[src/rtl/fetch_pkg.sv]
// Shared fetch-stage definitions: FSM encoding and default PC constants,
// also used by the IR and decode stage.
package fetch_pkg;

    typedef enum logic [2:0] {
        ST_IDLE = 3'd0,
        ST_REQ  = 3'd1,
        ST_LOAD = 3'd2,
        ST_READ = 3'd3,
        ST_HOLD = 3'd4
    } fetch_state_t;

    localparam logic [31:0] FETCH_RESET_PC = 32'h0000_0000;
    localparam int unsigned FETCH_PC_INC   = 4;
    localparam int unsigned FETCH_INST_W   = 32;

endpackage

[src/rtl/fetch_pc.sv]
// Program counter, request address and squash flag for the fetch sequencer,
// including the sequential-advance / branch-redirect mux.
module fetch_pc
    import fetch_pkg::*;
#(
    parameter int              ADDR_W   = 32,
    parameter logic [ADDR_W-1:0] RESET_PC = ADDR_W'(FETCH_RESET_PC),
    parameter int              PC_INC   = FETCH_PC_INC
) (
    input  logic              clk,
    input  logic              rst_n,
    input  fetch_state_t      state,
    input  logic              ack,
    input  logic              stall,
    input  logic              branch,
    input  logic [ADDR_W-1:0] target,
    output logic [ADDR_W-1:0] req_addr,
    output logic              squash
);

    logic [ADDR_W-1:0] pc;
    logic [ADDR_W-1:0] pc_seq;
    logic              advance;

    assign pc_seq  = pc + ADDR_W'(PC_INC);
    assign advance = (state == ST_HOLD) && !stall && !branch;

    always_ff @(posedge clk or negedge rst_n) begin
        if (!rst_n) begin
            pc       <= RESET_PC;
            req_addr <= RESET_PC;
            squash   <= 1'b0;
        end else begin
            if (branch)
                pc <= target;
            else if (advance)
                pc <= pc_seq;

            if (state == ST_REQ) begin
                // The address must stay stable until ack, so a redirect during
                // an outstanding request only marks it for discard.
                if (ack) begin
                    squash <= 1'b0;
                    if (branch)
                        req_addr <= target;
                    else if (squash)
                        req_addr <= pc;
                end else if (branch) begin
                    squash <= 1'b1;
                end
            end else begin
                squash <= 1'b0;
                if (branch)
                    req_addr <= target;
                else if (advance)
                    req_addr <= pc_seq;
            end
        end
    end

endmodule

[src/rtl/fetch_ctrl.sv]
// Fetch sequencer: requests instruction words, writes them into the IR,
// reads them back out and holds them for decode with a valid/stall handshake.
module fetch_ctrl
    import fetch_pkg::*;
#(
    parameter int                ADDR_W   = 32,
    parameter logic [ADDR_W-1:0] RESET_PC = ADDR_W'(FETCH_RESET_PC),
    parameter int                PC_INC   = FETCH_PC_INC
) (
    input  logic              clk,
    input  logic              rst_n,
    output logic              imem_req,
    output logic [ADDR_W-1:0] imem_addr,
    input  logic              imem_ack,
    input  logic [31:0]       imem_rdata,
    output logic              IR_wr,
    output logic              IR_rd,
    output logic [31:0]       inst,
    output logic              ir_valid,
    output logic [ADDR_W-1:0] pc_out,
    input  logic              stall,
    input  logic              branch_taken,
    input  logic [ADDR_W-1:0] branch_target
);

    fetch_state_t      state, state_nx;
    logic [31:0]       inst_q;
    logic [ADDR_W-1:0] pc_out_q;
    logic [ADDR_W-1:0] req_addr;
    logic              squash;
    logic              accept;

    fetch_pc #(
        .ADDR_W  (ADDR_W),
        .RESET_PC(RESET_PC),
        .PC_INC  (PC_INC)
    ) u_pc (
        .clk     (clk),
        .rst_n   (rst_n),
        .state   (state),
        .ack     (imem_ack),
        .stall   (stall),
        .branch  (branch_taken),
        .target  (branch_target),
        .req_addr(req_addr),
        .squash  (squash)
    );

    // Returned word is kept only when no redirect is pending or arriving.
    assign accept = (state == ST_REQ) && imem_ack && !squash && !branch_taken;

    always_ff @(posedge clk or negedge rst_n) begin
        if (!rst_n) begin
            state    <= ST_IDLE;
            inst_q   <= '0;
            pc_out_q <= RESET_PC;
        end else begin
            state <= state_nx;
            if (accept) begin
                inst_q   <= imem_rdata;
                pc_out_q <= req_addr;
            end
        end
    end

    always_comb begin
        state_nx = state;
        case (state)
            ST_IDLE: state_nx = ST_REQ;
            ST_REQ:  if (accept) state_nx = ST_LOAD;
            ST_LOAD: state_nx = branch_taken ? ST_REQ : ST_READ;
            ST_READ: state_nx = branch_taken ? ST_REQ : ST_HOLD;
            ST_HOLD: if (branch_taken || !stall) state_nx = ST_REQ;
            default: state_nx = ST_IDLE;
        endcase
    end

    always_comb begin
        imem_req  = 1'b0;
        imem_addr = req_addr;
        IR_wr     = 1'b0;
        IR_rd     = 1'b0;
        inst      = inst_q;
        ir_valid  = 1'b0;
        pc_out    = pc_out_q;
        case (state)
            ST_REQ:  imem_req = 1'b1;
            ST_LOAD: IR_wr    = 1'b1;
            ST_READ: IR_rd    = 1'b1;
            ST_HOLD: begin
                IR_rd    = 1'b1;
                ir_valid = 1'b1;
            end
            default: ;
        endcase
    end

endmodule

[config.mk]
export PLATFORM = sky130hd
export DESIGN_NAME = fetch_ctrl
export DESIGN_NICKNAME = d
export VERILOG_FILES = /design/src/rtl/fetch_pkg.sv /design/src/rtl/fetch_pc.sv /design/src/rtl/fetch_ctrl.sv
export SDC_FILE = /design/constraint.sdc
export NUM_CORES = 1
export LEC_CHECK = 0
export ABC_AREA = 1
export BUFFER_PORTS_ARGS = -buffer_cell sky130_fd_sc_hd__buf_2
export CAP_MARGIN = 20
export CORE_MARGIN = 5
export CORE_UTILIZATION = 25
export CTS_BUF_LIST = sky130_fd_sc_hd__clkbuf_8
export CTS_CLUSTER_SIZE = 24
export DETAILED_ROUTE_END_ITERATION = 6
export PLACE_DENSITY = 0.56
export SETUP_SLACK_MARGIN = 0.15
export SLEW_MARGIN = 10
export SYNTH_ARGS = -nofsm -noshare
export SYNTH_HDL_FRONTEND = slang
export SYNTH_HIERARCHICAL = 1
export SYNTH_SLANG_ARGS = --single-unit
[constraint.sdc]
create_clock -name clk -period 1.6 [get_ports clk]
set_clock_uncertainty 0.15 [all_clocks]
set_input_delay 0 -clock clk [delete_from_list [all_inputs] [get_ports clk]]
set_output_delay 0 -clock clk [all_outputs]
set_load 0.005 [all_outputs]
---- Word-level counts from Yosys, hierarchy flattened ----
Index checks and enable logic that the tools add are counted.
word-level totals
  flip-flop bits (word level) ............. 132
  input bits .............................. 69
  logic and storage cells ................. 49
operators by class
  add/sub/neg operators ................... 1
  equality and inequality tests ........... 9
  muxes and demuxes ....................... 18
  reduce and logical (&&, ||, !) cells .... 15
operators with widths
  kind                                                                      count
  32-bit 2-to-1 mux                                                         6
  32-bit by 3-bit adder with 32-bit output (second input constant)          1
  3-bit one-hot mux with 5 select lines                                     1
  3-bit 2-to-1 mux                                                          3
  1-bit 2-to-1 mux                                                          7
  3-bit by 2-bit equality test with 1-bit output (second input constant)    2
  2-bit inequality test (second input constant)                             3
  1-bit logical AND                                                         5
  3-bit by 1-bit equality test with 1-bit output (second input constant)    1
  3-bit equality test (second input constant)                               1
  1-bit zero test                                                           3
  3-bit zero test                                                           1
  3-bit by 2-bit inequality test with 1-bit output (second input constant)  1
  3-bit inequality test (second input constant)                             1
  3-bit AND reduction                                                       1
  3-bit nonzero test                                                        1
  2-bit 2-to-1 mux                                                          1
  2-bit AND reduction                                                       1
  2-bit nonzero test                                                        1
  2-bit OR reduction                                                        1
  1-bit logical OR                                                          1

---- Longest topological paths before layout ----
Gate-level depths: netlist of the first run.
  depth in word-level cells ............... 6
  gate-level depth with buffers ........... 12
  gate-level depth less buffers ........... 11

---- Modules after synthesis ----
The synthesis of the first run kept the hierarchy.
by module, submodules not included
  module      instances  cells an instance  area an instance (µm²)  sequential area each (µm²)
  fetch_pc    1          603                4182.8                  1626.6
  fetch_ctrl  1          299                3001.6                  1676.6

---- Worst setup path after synthesis of the first run ----
No wires, ideal clock.
  path kind ............................... flip-flop to flip-flop
  start point ............................. register u_pc.pc[3]
  end point ............................... register u_pc.pc[24]
  setup time .............................. 0.124 ns
  data arrival time ....................... 1.359 ns
  data required time ...................... 1.326 ns
  slack ................................... -0.033 ns
  stages on the path, launching flop included .. 11
  buffers on the path ..................... 0
  clock period less this slack ............ 1.633 ns
  cells stage by stage .................... dfrtp_1 -> ha_1 -> nand2_2 -> nor2_4 -> nand2_1 -> nor2_1 -> nand2_1 -> nand2_1 -> nand3_1 -> nand2_1 -> o21ai_2
between the ends
  longest elaborated chain between the ends .. 3
RTL lines
  element                                   RTL line        source
  start, declared                           fetch_pc.sv:21  logic [ADDR_W-1:0] pc;
  start signal, assigned                    fetch_pc.sv:35  pc <= target;
  start signal, assigned                    fetch_pc.sv:37  pc <= pc_seq;
  32-bit by 3-bit adder with 32-bit output  fetch_pc.sv:25  assign pc_seq = pc + ADDR_W'(PC_INC);
  32-bit 2-to-1 mux                         fetch_pc.sv:36  else if (advance)
  32-bit 2-to-1 mux                         fetch_pc.sv:34  if (branch)
No other way between the ends. The select of a mux whose other input is x is not followed.
A chain may end at the register's enable or synchronous reset.

---- Final worst setup path of the first run ----
  start point ............................. register u_pc.pc[3]
  end point ............................... register u_pc.req_addr[14]
between the ends
  longest elaborated chain between the ends .. 4
RTL lines
  element                                   RTL line        source
  32-bit by 3-bit adder with 32-bit output  fetch_pc.sv:25
  32-bit 2-to-1 mux                         fetch_pc.sv:55  else if (advance)
  32-bit 2-to-1 mux                         fetch_pc.sv:53  if (branch)
  32-bit 2-to-1 mux                         fetch_pc.sv:39  if (state == ST_REQ) begin
  end signal, assigned                      fetch_pc.sv:45  req_addr <= target;
  end signal, assigned                      fetch_pc.sv:54  req_addr <= target;
  end signal, assigned                      fetch_pc.sv:56  req_addr <= pc_seq;
  end, declared                             fetch_pc.sv:17  output logic [ADDR_W-1:0] req_addr,
No other way between the ends. The select of a mux whose other input is x is not followed.

==> results of run 1 <==
cell usage after synthesis, types with 5 or more instances:
cell	instances	area share, %
a21oi_1	44	3.1
a31oi_1	5	0.44
buf_2	10	0.70
buf_4	8	0.84
buf_6	15	2.4
clkbuf_1	8	0.42
dfrtp_1	132	46
inv_1	108	5.6
nand2_1	271	14
nand3_1	53	3.7
nand4_1	22	1.9
nor2_1	59	3.1
o21a_1	7	0.73
o21ai_0	44	3.1
o21ai_1	7	0.49
o21ai_2	65	7.9
routing by layer:
| layer | up-vias | track usage (%) | wire (um) |
|---|---|---|---|
| li1 | 3608 | - | - |
| met4 | 0 | 4.907 | 666 |
| met3 | 42 | 3.112 | 1183 |
| met2 | 220 | 24.58 | 12430 |
| met5 | - | 0 | 0 |
| met1 | 3533 | 20.26 | 11710 |
stage by stage:
step | setup WS, ns | cells | area (um2)
floorplan | -0.007486 | 902 | 7448
global placement | -0.1645 | 1467 | 8955
detailed placement | -0.1789 | 1467 | 8955
CTS | -0.1186 | 1606 | 11150
global route | -0.3744 | 1639 | 11960
finish | -0.2866 | 1639 | 11960
power breakdown:
part	internal, mW	switching (mW)
logic	4.50	4.58
registers	4.66	1.38
clock network	1.59	1.52
total	10.8	7.48
state kept, by name, indices dropped and copies added, names as in the netlist:
register,flops
u_pc/squash,1
u_pc/req_addr,32
pc_out,32
state,3
u_pc/pc,32
inst,32
cell usage in the layout (no fill, tap or decap), types with 7 or more instances in the layout:
master | netlist | layout
a21oi_1 | 44 | 35
a21oi_2 | 0 | 9
buf_12 | 0 | 16
buf_16 | 0 | 15
buf_2 | 10 | 165
buf_4 | 8 | 52
buf_6 | 15 | 32
clkbuf_16 | 0 | 7
clkbuf_8 | 0 | 17
dfrtp_1 | 132 | 129
dlygate4sd3_1 | 0 | 71
inv_1 | 108 | 101
inv_6 | 0 | 7
nand2_1 | 271 | 185
nand2_2 | 4 | 27
nand2_4 | 3 | 66
nand3_1 | 53 | 31
nand3_2 | 2 | 21
nand4_1 | 22 | 22
nor2_1 | 59 | 49
nor2_4 | 4 | 11
o21a_1 | 7 | 7
o21ai_0 | 44 | 11
o21ai_1 | 7 | 26
o21ai_2 | 65 | 76
area by class of cell:
class	count	share of cell area, %
multi-input combinational	615	33.52
clock buffer	17	1.957
timing repair buffer	361	27.23
timing repair inverter	2	0.1465
tap	384	4.019
sequential	132	27.66
inverter	113	3.841
clock inverter	15	1.622
critical path: stages (launching register included):
cell     delay [ns]
dfrtp_1        0.43
ha_4           0.18
nand2_4        0.06
nor2_4         0.21
nand2_4        0.11
buf_4          0.15
o21ai_1        0.14
nand3_2        0.10
o21ai_2        0.17
nand2_1        0.06
final timing paths:
kind / depth (start not counted) / slack, ns / to / from
max: 9 / -0.29 / u_pc/req_addr[14] / u_pc/pc[3]
min: 6 / 0.07 / u_pc/pc[26] / branch_taken
max reg2reg: 9 / -0.29 / u_pc/req_addr[14] / u_pc/pc[3]
min reg2reg: 2 / 0.33 / u_pc/pc[0] / u_pc/pc[0]
max in group asynchronous: 4 / 0.30 / u_pc/pc[16] / rst_n
min in group asynchronous: 3 / 0.39 / pc_out[24] / rst_n
cell families (layout without fill, tap and decap cells):
group                      Yosys count  after routing  synth area share [%]
and+or+nand+nor                    431            431                 26.56
AOI/OAI and AO/OA                  179            179                 16.44
buffers and inverters              155            508                 10.29
DFF                                132            132                 45.98
muxes                                4              4                0.5573
adders and majority gates            1              1                0.1741
what timing repair did:
| item | in CTS | in global routing |
|---|---|---|
| setup endpoints to repair | 131 | 135 |
| pin swaps | 36 | 44 |
| endpoints found under the hold margin | 232 | 0 |
| setup buffers | 22 | 25 |
| gates resized for setup | 141 | 102 |
| hold buffers | 72 | 0 |
| cloned | 13 | 8 |
==> flow_metrics.py, run 1 <==
metrics = {
    "pwr": {
        "powerDensity_mw_per_mm2": 1525,
        "p_total_mw": 18.24,
        "leakage_nw": 5.942,
        "irDropWorstVdd_mv": 0.5997,
    },
    "cells_and_area": {
        "syn_to_final_growth_pct": 66.41,
        "diodes": 0,
        "register_area_mm2": 0.003307,
        "layout.nets": 1312,
        "drive_above_1_share_pct": 45.50,
        "multi_input_area_mm2": 0.004008,
        "post-route-util_pct": 41.88,
        "nFillCells": 2778,
    },
    "clock_network": {
        "clk_pin_slew_ns": 0.10,
        "cts_buffer_depth": 2,
        "numCtsBuffers": 17,
        "root_buffer": "clkbuf_8",
        "htree_num_levels": 4,
        "clock_sinks": 132,
        "clock_latency_ns": 0.45,
        "cts_tree": "yes",
    },
    "drt": {
        "first_iter_violations": 373,
        "firstDrtPassIters": 5,
        "drc_errors": 0,
        "detail_route.wl_per_cell_um": 15.85,
        "dr_total_vias": 7403,
        "routed_wl_um": 25980,
        "via_per_inst": 4.517,
        "ant_nets": 0,
    },
    "synth": {
        "ys_warn_count": 6,
        "synthCells": 902,
        "syn_nets": 972,
        "ys_async_sr_fraction_pct": 100.0,
        "synth_area_mm2": 0.007184,
        "synth_cell_types": 36,
        "synth-main-ff-cell": "dfrtp_1",
        "synth_edf_count": 0,
        "ys_seq_area_share_pct": 45.98,
        "synth.ff_latch_count": 132,
        "avgSynthCellArea_um2": 7.965,
    },
    "timing": {
        "timing.fmax_mhz": 530.1,
        "rsz0062_at_grt": "true",
        "fin_crit_sh_pct": 117.9,
        "setup_viol": 127,
        "final.setup.worst_slack_ns": -0.2866,
        "tns_ns": -15.02,
        "finalHoldViolCount": 0,
        "fin_crit_ns": 1.887,
        "holdWs_ns": 0.06927,
        "worstMarginPinSlew_ns": 0.3752,
        "drv_slew": 0,
        "slew_headroom_pct": 74.90,
    },
    "die": {
        "io_pins": 169,
        "fp-row-count": 62,
        "fp.dieArea_mm2": 0.03223,
        "initial_core_util_pct": 25.17,
        "core-area_mm2": 0.02855,
        "dieWidth_um": 179.5,
        "die_y_um": 179.5,
    },
    "critical_path": {
        "worst-setup-path-type": "reg2reg",
        "cp-start-kind": "flop",
        "crit_required_ns": 1.78,
        "crit_path_end_kind": "flop",
        "cp.arrival_ns": 2.07,
        "critPathMaxFanout": 5,
    },
    "job": {
        "max_cap_viol_count": 0,
    },
    "global_route": {
        "grt-ovfl-total": 0,
        "grtUsageTotal_pct": 15.13,
        "grt_pass1_wl_um": 39650,
        "grt_max_degree": 45,
        "antenna_found_initial": 0,
        "grt_pass1_vias": 7235,
    },
    "worst_hold_path": {
        "hold_path_class": "in2reg",
    },
    "run_status": {
        "violations": "setup timing",
        "outcome": "complete, but fails checks",
    },
    "placed_design": {
        "gp_congestion": 0.8691,
        "place.detailed.hpwl_um": 15860,
        "io_buffer_count": 168,
    },
}
Power figures use the tool's default switching activity.
==> run 2: changes to the inputs <==
--- a/config.mk
+++ b/config.mk
@@ -5,7 +5,6 @@
 export SDC_FILE = /design/constraint.sdc
 export NUM_CORES = 1
 export LEC_CHECK = 0
-export ABC_AREA = 1
 export BUFFER_PORTS_ARGS = -buffer_cell sky130_fd_sc_hd__buf_2
 export CAP_MARGIN = 20
 export CORE_MARGIN = 5
==> run 2 against run 1 <==
The flow still finishes with violations (setup timing). Combinational power decreased by 37%. Largest cell class unchanged. Global-route usage up 0.75 points. Critical path depth down 2. Non-clock buffer count increased by 46. Worst setup slack lost 0.24 ns. Maximum frequency decreased by 11%.
==> flow_metrics.py, run 2 <==
metrics = {
    "synth": {
        "ys_top_cells_by_count": "dfrtp_1 (132), mux2_4 (60), nand2_1 (42), nor2_1 (41), xnor2_1 (30)",
        "avgSynthCellArea_um2": 11.84,
        "ys_async_sr_fraction_pct": 100.0,
        "synth_cell_types": 61,
        "syn_nets": 637,
        "ys_seq_area_share_pct": 49.21,
        "synth.area.top_cells": "dfrtp_1 (49%), mux2_4 (13%), xnor2_1 (3.9%)",
        "yosys.area.top_type": "dfrtp_1",
        "synth-main-ff-cell": "dfrtp_1",
        "synth_edf_count": 0,
        "synth_area_mm2": 0.006713,
        "synth.top_cell.area_share_pct": 49.21,
        "synth.most_common_cell": "dfrtp_1",
        "synthCells": 567,
        "synth.ff_latch_count": 132,
        "ys_warn_count": 6,
    },
    "global_route": {
        "grt_pass1_wl_um": 37530,
        "grt_pass1_vias": 6280,
        "grt-ovfl-total": 0,
        "grtUsageTotal_pct": 15.88,
        "antenna_found_initial": 1,
        "grt_max_degree": 51,
    },
    "die": {
        "fp.dieArea_mm2": 0.03023,
        "dieWidth_um": 173.9,
        "initial_core_util_pct": 25.12,
        "die_y_um": 173.9,
        "fp-row-count": 60,
        "core-area_mm2": 0.02673,
        "io_pins": 169,
    },
    "critical_path": {
        "cp-start-kind": "flop",
        "path_buf_inv": 2,
        "cp_top_family": "simple AND/OR/NAND/NOR gates",
        "slowest_stage": "dfrtp_1",
        "reg2regPathDepth": 7,
        "timing.rr.start": "state[2]",
        "worst-setup-path-type": "reg2reg",
        "cp_cell_sequence": "buf_4, or3b_4, nand4_1, nor3_1, o311ai_2, buf_4, nand2_1",
        "cp.arrival_ns": 2.33,
        "regToRegEndpoint": "u_pc/req_addr[15]",
        "ff2ff_setup_slack_ns": -0.53,
        "startpoint": "state[2]",
        "max_stage_delay_ns": 0.42,
        "crit_path_end_kind": "flop",
        "crit_required_ns": 1.80,
        "path_common_cell": "buf_4",
        "critPathMaxFanout": 4,
    },
    "clock_network": {
        "cts_tree": "yes",
        "cts_buffer_depth": 2,
        "htree_num_levels": 4,
        "root_buffer": "clkbuf_8",
        "numCtsBuffers": 17,
        "clock_latency_ns": 0.46,
        "clk_pin_slew_ns": 0.08,
        "clock_sinks": 132,
    },
    "drt": {
        "via_per_inst": 4.625,
        "firstDrtPassIters": 4,
        "detail_route.wl_per_cell_um": 19.01,
        "routed_wl_um": 24930,
        "drc_errors": 0,
        "dr_total_vias": 6064,
        "ant_nets": 0,
        "first_iter_violations": 303,
    },
    "timing": {
        "fin_crit_sh_pct": 132.8,
        "drv_slew": 0,
        "finalHoldViolCount": 0,
        "timing.fmax_mhz": 470.6,
        "final.setup.worst_slack_ns": -0.5252,
        "setup_viol": 131,
        "worstMarginPinSlew_ns": 0.5184,
        "fin_crit_ns": 2.125,
        "rsz0062_at_grt": "true",
        "slew_headroom_pct": 65.36,
    },
    "pwr": {
        "p_total_mw": 14.03,
        "powerDensity_mw_per_mm2": 1242,
        "irDropWorstVdd_mv": 0.4613,
        "leakage_nw": 5.285,
    },
    "cells_and_area": {
        "diodes": 0,
        "nFillCells": 2544,
        "layout.nets": 1027,
        "layout_commonest_cell": "buf_2",
        "drive_above_1_share_pct": 55.26,
        "most-common-layout-cells": "buf_2 (167), dfrtp_1 (130), buf_4 (104)",
        "syn_to_final_growth_pct": 68.39,
        "final_cells": 1311,
    },
    "placed_design": {
        "place_ws_ns": -0.5744,
        "gp_congestion": 0.8574,
        "place.detailed.hpwl_um": 14300,
        "io_buffer_count": 168,
        "dp.cells": 1152,
    },
    "run_status": {
        "outcome": "complete, but fails checks",
        "violations": "setup timing",
    },
    "worst_hold_path": {
        "hold_end": "state[1]",
        "holdPathStages": 5,
        "hp-start": "imem_ack",
        "hold_path_class": "in2reg",
    },
    "job": {
        "max_cap_viol_count": 0,
    },
}
[run 2: changes by cell type after synthesis, moves of 21 or more]
cell     change
a21oi_1     -21
inv_1      -108
mux2_4      +60
nand2_1    -229
nand3_1     -34
o21ai_0     -29
o21ai_2     -65
xnor2_1     +30
xor2_1      +22
[run 2: how the worst max path moves through the flow]
| stage | end | slack, ns | depth (start not counted) |
|---|---|---|---|
| 2_1_floorplan | u_pc/req_addr[17] | -0.52 | 8 |
| 3_3_place_gp | u_pc/req_addr[25] | -0.57 | 5 |
| 3_5_place_dp | u_pc/pc[9] | -0.57 | 6 |
| 4_1_cts | u_pc/pc[29] | -0.50 | 6 |
| 5_1_grt | u_pc/req_addr[15] | -0.58 | 7 |
| 6_report | u_pc/req_addr[15] | -0.53 | 7 |
[run 2: what timing repair did]
item,4_1_cts,5_1_grt
endpoints found under the setup margin,131,175
pin swaps,41,34
gates cloned,10,2
gates resized for setup,114,58
hold buffers,75,1
buffers inserted,25,14
endpoints found under the hold margin,231,1
[run 2: power breakdown]
part	leakage (nW)	internal, mW	total [mW]	switching (mW)
registers	1.54	4.49	5.34	0.845
clock network	0.188	1.44	2.98	1.54
logic	3.56	3.47	5.72	2.25
[run 2: worst register-to-register path, cell delays in order (launching register included)]
cell and delay, ns:
dfrtp_1 0.42, buf_4 0.15, or3b_4 0.41, nand4_1 0.28, nor3_1 0.11, o311ai_2 0.29
buf_4 0.17, nand2_1 0.04
[run 2: metal layers]
| metal | GRT usage, % | part of all wire, % |
|---|---|---|
| met5 | 0 | 0.028 |
| met4 | 4.784 | 1.7 |
| met3 | 4.209 | 6.0 |
| met2 | 25.26 | 47 |
| met1 | 21.24 | 46 |
[run 2: cell type report]
type / count / area [um2] / share of cell area [%]
Clock buffer: 18 / 247.7 / 2.192
Clock inverter: 14 / 151.4 / 1.339
Inverter: 1 / 3.754 / 0.03321
Multi-Input combinational cell: 398 / 3749 / 33.16
Sequential cell: 132 / 3306 / 29.25
Tap cell: 341 / 426.7 / 3.775
Timing Repair Buffer: 407 / 3420 / 30.25
[run 2: logic make-up (layout without fill, tap and decap cells)]
kind of cell	Yosys count	after routing	synth area share, %
muxes	86	86	17.61
AOI/OAI and AO/OA	75	75	7.344
buffers and inverters	37	440	4.212
xor gates and xnor gates	52	52	6.785
adders and majority gates	1	1	0.1864
and+or+nand+nor	184	184	14.65
DFF	132	132	49.21
[run 2: metrics by stage]
| step | utilization [%] | TNS [ns] | hold WS [ns] | instance area [um2] |
|---|---|---|---|---|
| 2_1_floorplan | - | -26.47 | -0.4456 | 6807 |
| 3_3_place_gp | 32.53 | -43.99 | -0.2107 | 8693 |
| 3_5_place_dp | 32.53 | -47.30 | -0.2114 | 8693 |
| 4_1_cts | 40.61 | -47.68 | 0.001284 | 10850 |
| 5_1_grt | 42.29 | -57.60 | 0.03950 | 11300 |
| 6_report | 42.29 | -51.07 | 0.03438 | 11300 |
==> run 3: changes to the inputs <==
--- a/config.mk
+++ b/config.mk
@@ -13,7 +13,7 @@
 export CTS_CLUSTER_SIZE = 24
 export DETAILED_ROUTE_END_ITERATION = 6
 export PLACE_DENSITY = 0.56
-export SETUP_SLACK_MARGIN = 0.15
+export SETUP_SLACK_MARGIN = 0.2
 export SLEW_MARGIN = 10
 export SYNTH_ARGS = -nofsm -noshare
 export SYNTH_HDL_FRONTEND = slang
==> run 3 against run 2 <==
The run ends with hold timing, setup timing left. First-iteration DRC count is 21% lower. Utilization rose by 0.47 points. Routed wire length shrank 7.6%. Total power is 2.5% lower. Largest cell class unchanged.
==> flow_metrics.py, run 3 (synthesized netlist as in run 2, its figures left out) <==
metrics = {
    "die": {
        "core-area_mm2": 0.02673,
        "initial_core_util_pct": 25.12,
        "dieWidth_um": 173.9,
        "fp-row-count": 60,
        "fp.dieArea_mm2": 0.03023,
        "io_pins": 169,
        "die_y_um": 173.9,
    },
    "placed_design": {
        "gp_congestion": 0.8463,
        "io_buffer_count": 168,
        "place.detailed.hpwl_um": 14420,
        "dp.cells": 1164,
        "place_area_mm2": 0.008760,
    },
    "run_status": {
        "outcome": "complete, but fails checks",
        "violations": "hold timing, setup timing",
    },
    "timing": {
        "worstMarginPinSlew_ns": 0.4975,
        "setup_viol": 131,
        "rsz0062_at_grt": "true",
        "finalHoldViolCount": 29,
        "holdWs_ns": -0.1236,
        "fin_crit_ns": 2.121,
        "slew_headroom_pct": 66.76,
        "timing.fmax_mhz": 471.4,
        "fin_crit_sh_pct": 132.6,
        "final.setup.worst_slack_ns": -0.5213,
        "drv_slew": 0,
    },
    "critical_path": {
        "worst-setup-path-type": "reg2reg",
        "critPathMaxFanout": 4,
        "cp.arrival_ns": 2.30,
        "cp_cell_sequence": "or4b_4, buf_6, nor4_4, nand3_1, xnor2_1, mux2_4",
        "slowest_stage": "or4b_4",
        "reg2regPathDepth": 6,
        "regToRegEndpoint": "u_pc/pc[29]",
        "max_stage_delay_ns": 0.54,
        "timing.rr.start": "state[0]",
        "path_buf_inv": 1,
        "cp-start-kind": "flop",
        "cp_top_family": "simple AND/OR/NAND/NOR gates",
        "crit_required_ns": 1.78,
        "ff2ff_setup_slack_ns": -0.52,
        "crit_path_end_kind": "flop",
    },
    "cells_and_area": {
        "layout.nets": 1043,
        "drive_above_1_share_pct": 57.13,
        "fin_area_mm2": 0.01143,
        "diodes": 0,
        "most-common-layout-cells": "buf_2 (164), dfrtp_1 (127), buf_4 (121)",
        "final_cells": 1323,
        "syn_to_final_growth_pct": 70.25,
        "layout_commonest_cell": "buf_2",
    },
    "global_route": {
        "antenna_found_initial": 0,
        "grt-ovfl-total": 0,
        "grt_pass1_vias": 6247,
        "grt_pass1_wl_um": 35610,
        "grt_max_degree": 40,
        "grtUsageTotal_pct": 14.72,
    },
    "clock_network": {
        "numCtsBuffers": 17,
        "htree_num_levels": 4,
        "clock_sinks": 132,
        "cts_buffer_depth": 2,
        "clk_pin_slew_ns": 0.08,
        "cts_hold_buf": 70,
        "clock_latency_ns": 0.44,
        "root_buffer": "clkbuf_8",
        "cts_tree": "yes",
    },
    "drt": {
        "firstDrtPassIters": 4,
        "via_per_inst": 4.487,
        "dr_total_vias": 5936,
        "routed_wl_um": 23020,
        "first_iter_violations": 239,
        "detail_route.wl_per_cell_um": 17.40,
        "drc_errors": 0,
        "ant_nets": 0,
    },
    "pwr": {
        "leakage_nw": 5.366,
        "powerDensity_mw_per_mm2": 1198,
        "irDropWorstVdd_mv": 0.4692,
    },
    "worst_hold_path": {
        "hold_path_class": "in2async",
    },
    "job": {
        "max_cap_viol_count": 0,
    },
}
-- run 3: cell types whose count changed in the layout (fill, tap and decap cells not counted), sizes merged --
cell / previous run / this run
dlygate4sd3: 76 / 70
clkinvlp: 5 / 1
buf: 325 / 351
clkbuf: 20 / 22
clkinv: 5 / 3
bufbuf: 4 / 0
-- run 3: cell type report --
class,count,area (um2)
Multi-Input combinational cell,398,3824
Sequential cell,132,3309
Inverter,1,3.754
Clock inverter,8,88.84
Fill cell,2500,15300
Tap cell,341,426.7
Timing Repair Buffer,423,3501
Clock buffer,20,275.3
-- run 3: through the flow --
stage | worst slack, ns | total power, mW | util [%] | TNS, ns
after global routing | -0.5576 | 14.54 | 42.76 | -56.40
after global placement | -0.5548 | 9.669 | 32.78 | -52.95
after detailed placement | -0.6011 | 9.732 | 32.78 | -55.22
final | -0.5213 | 13.69 | 42.76 | -47.73
after floorplan | -0.5216 | 7.612 | - | -26.44
after CTS | -0.4844 | 13.33 | 40.49 | -45.82
-- run 3: per-layer routing --
layer	GRT usage, %	wire (um)
met2	23.95	10950
met4	3.761	412
met1	19.86	10520
met5	0	0
met3	3.381	1138
-- run 3: repair_timing --
action,CTS,global route
buffers inserted,32,16
endpoints found under the hold margin,232,29
gates resized for setup,129,89
setup endpoints to repair,131,134
pin swaps,62,53
gates cloned,10,3
-- run 3: where the power goes --
| part | switching (mW) | total (mW) | internal, mW |
|---|---|---|---|
| clock | 1.33 | 2.78 | 1.45 |
| combinational | 2.15 | 5.55 | 3.40 |
| sequential | 0.858 | 5.36 | 4.50 |
| total | 4.34 | 13.7 | 9.35 |
-- run 3: worst max path at each step --
stage               slack [ns]  depth (start not counted)                end  startpoint
floorplan                -0.52                          8  u_pc/req_addr[17]    state[0]
global placement         -0.55                          6        u_pc/pc[29]    state[0]
detailed placement       -0.60                          7  u_pc/req_addr[26]    state[1]
CTS                      -0.48                          6        u_pc/pc[29]    state[0]
global route             -0.56                          6        u_pc/pc[29]    state[0]
finish                   -0.52                          6        u_pc/pc[29]    state[0]
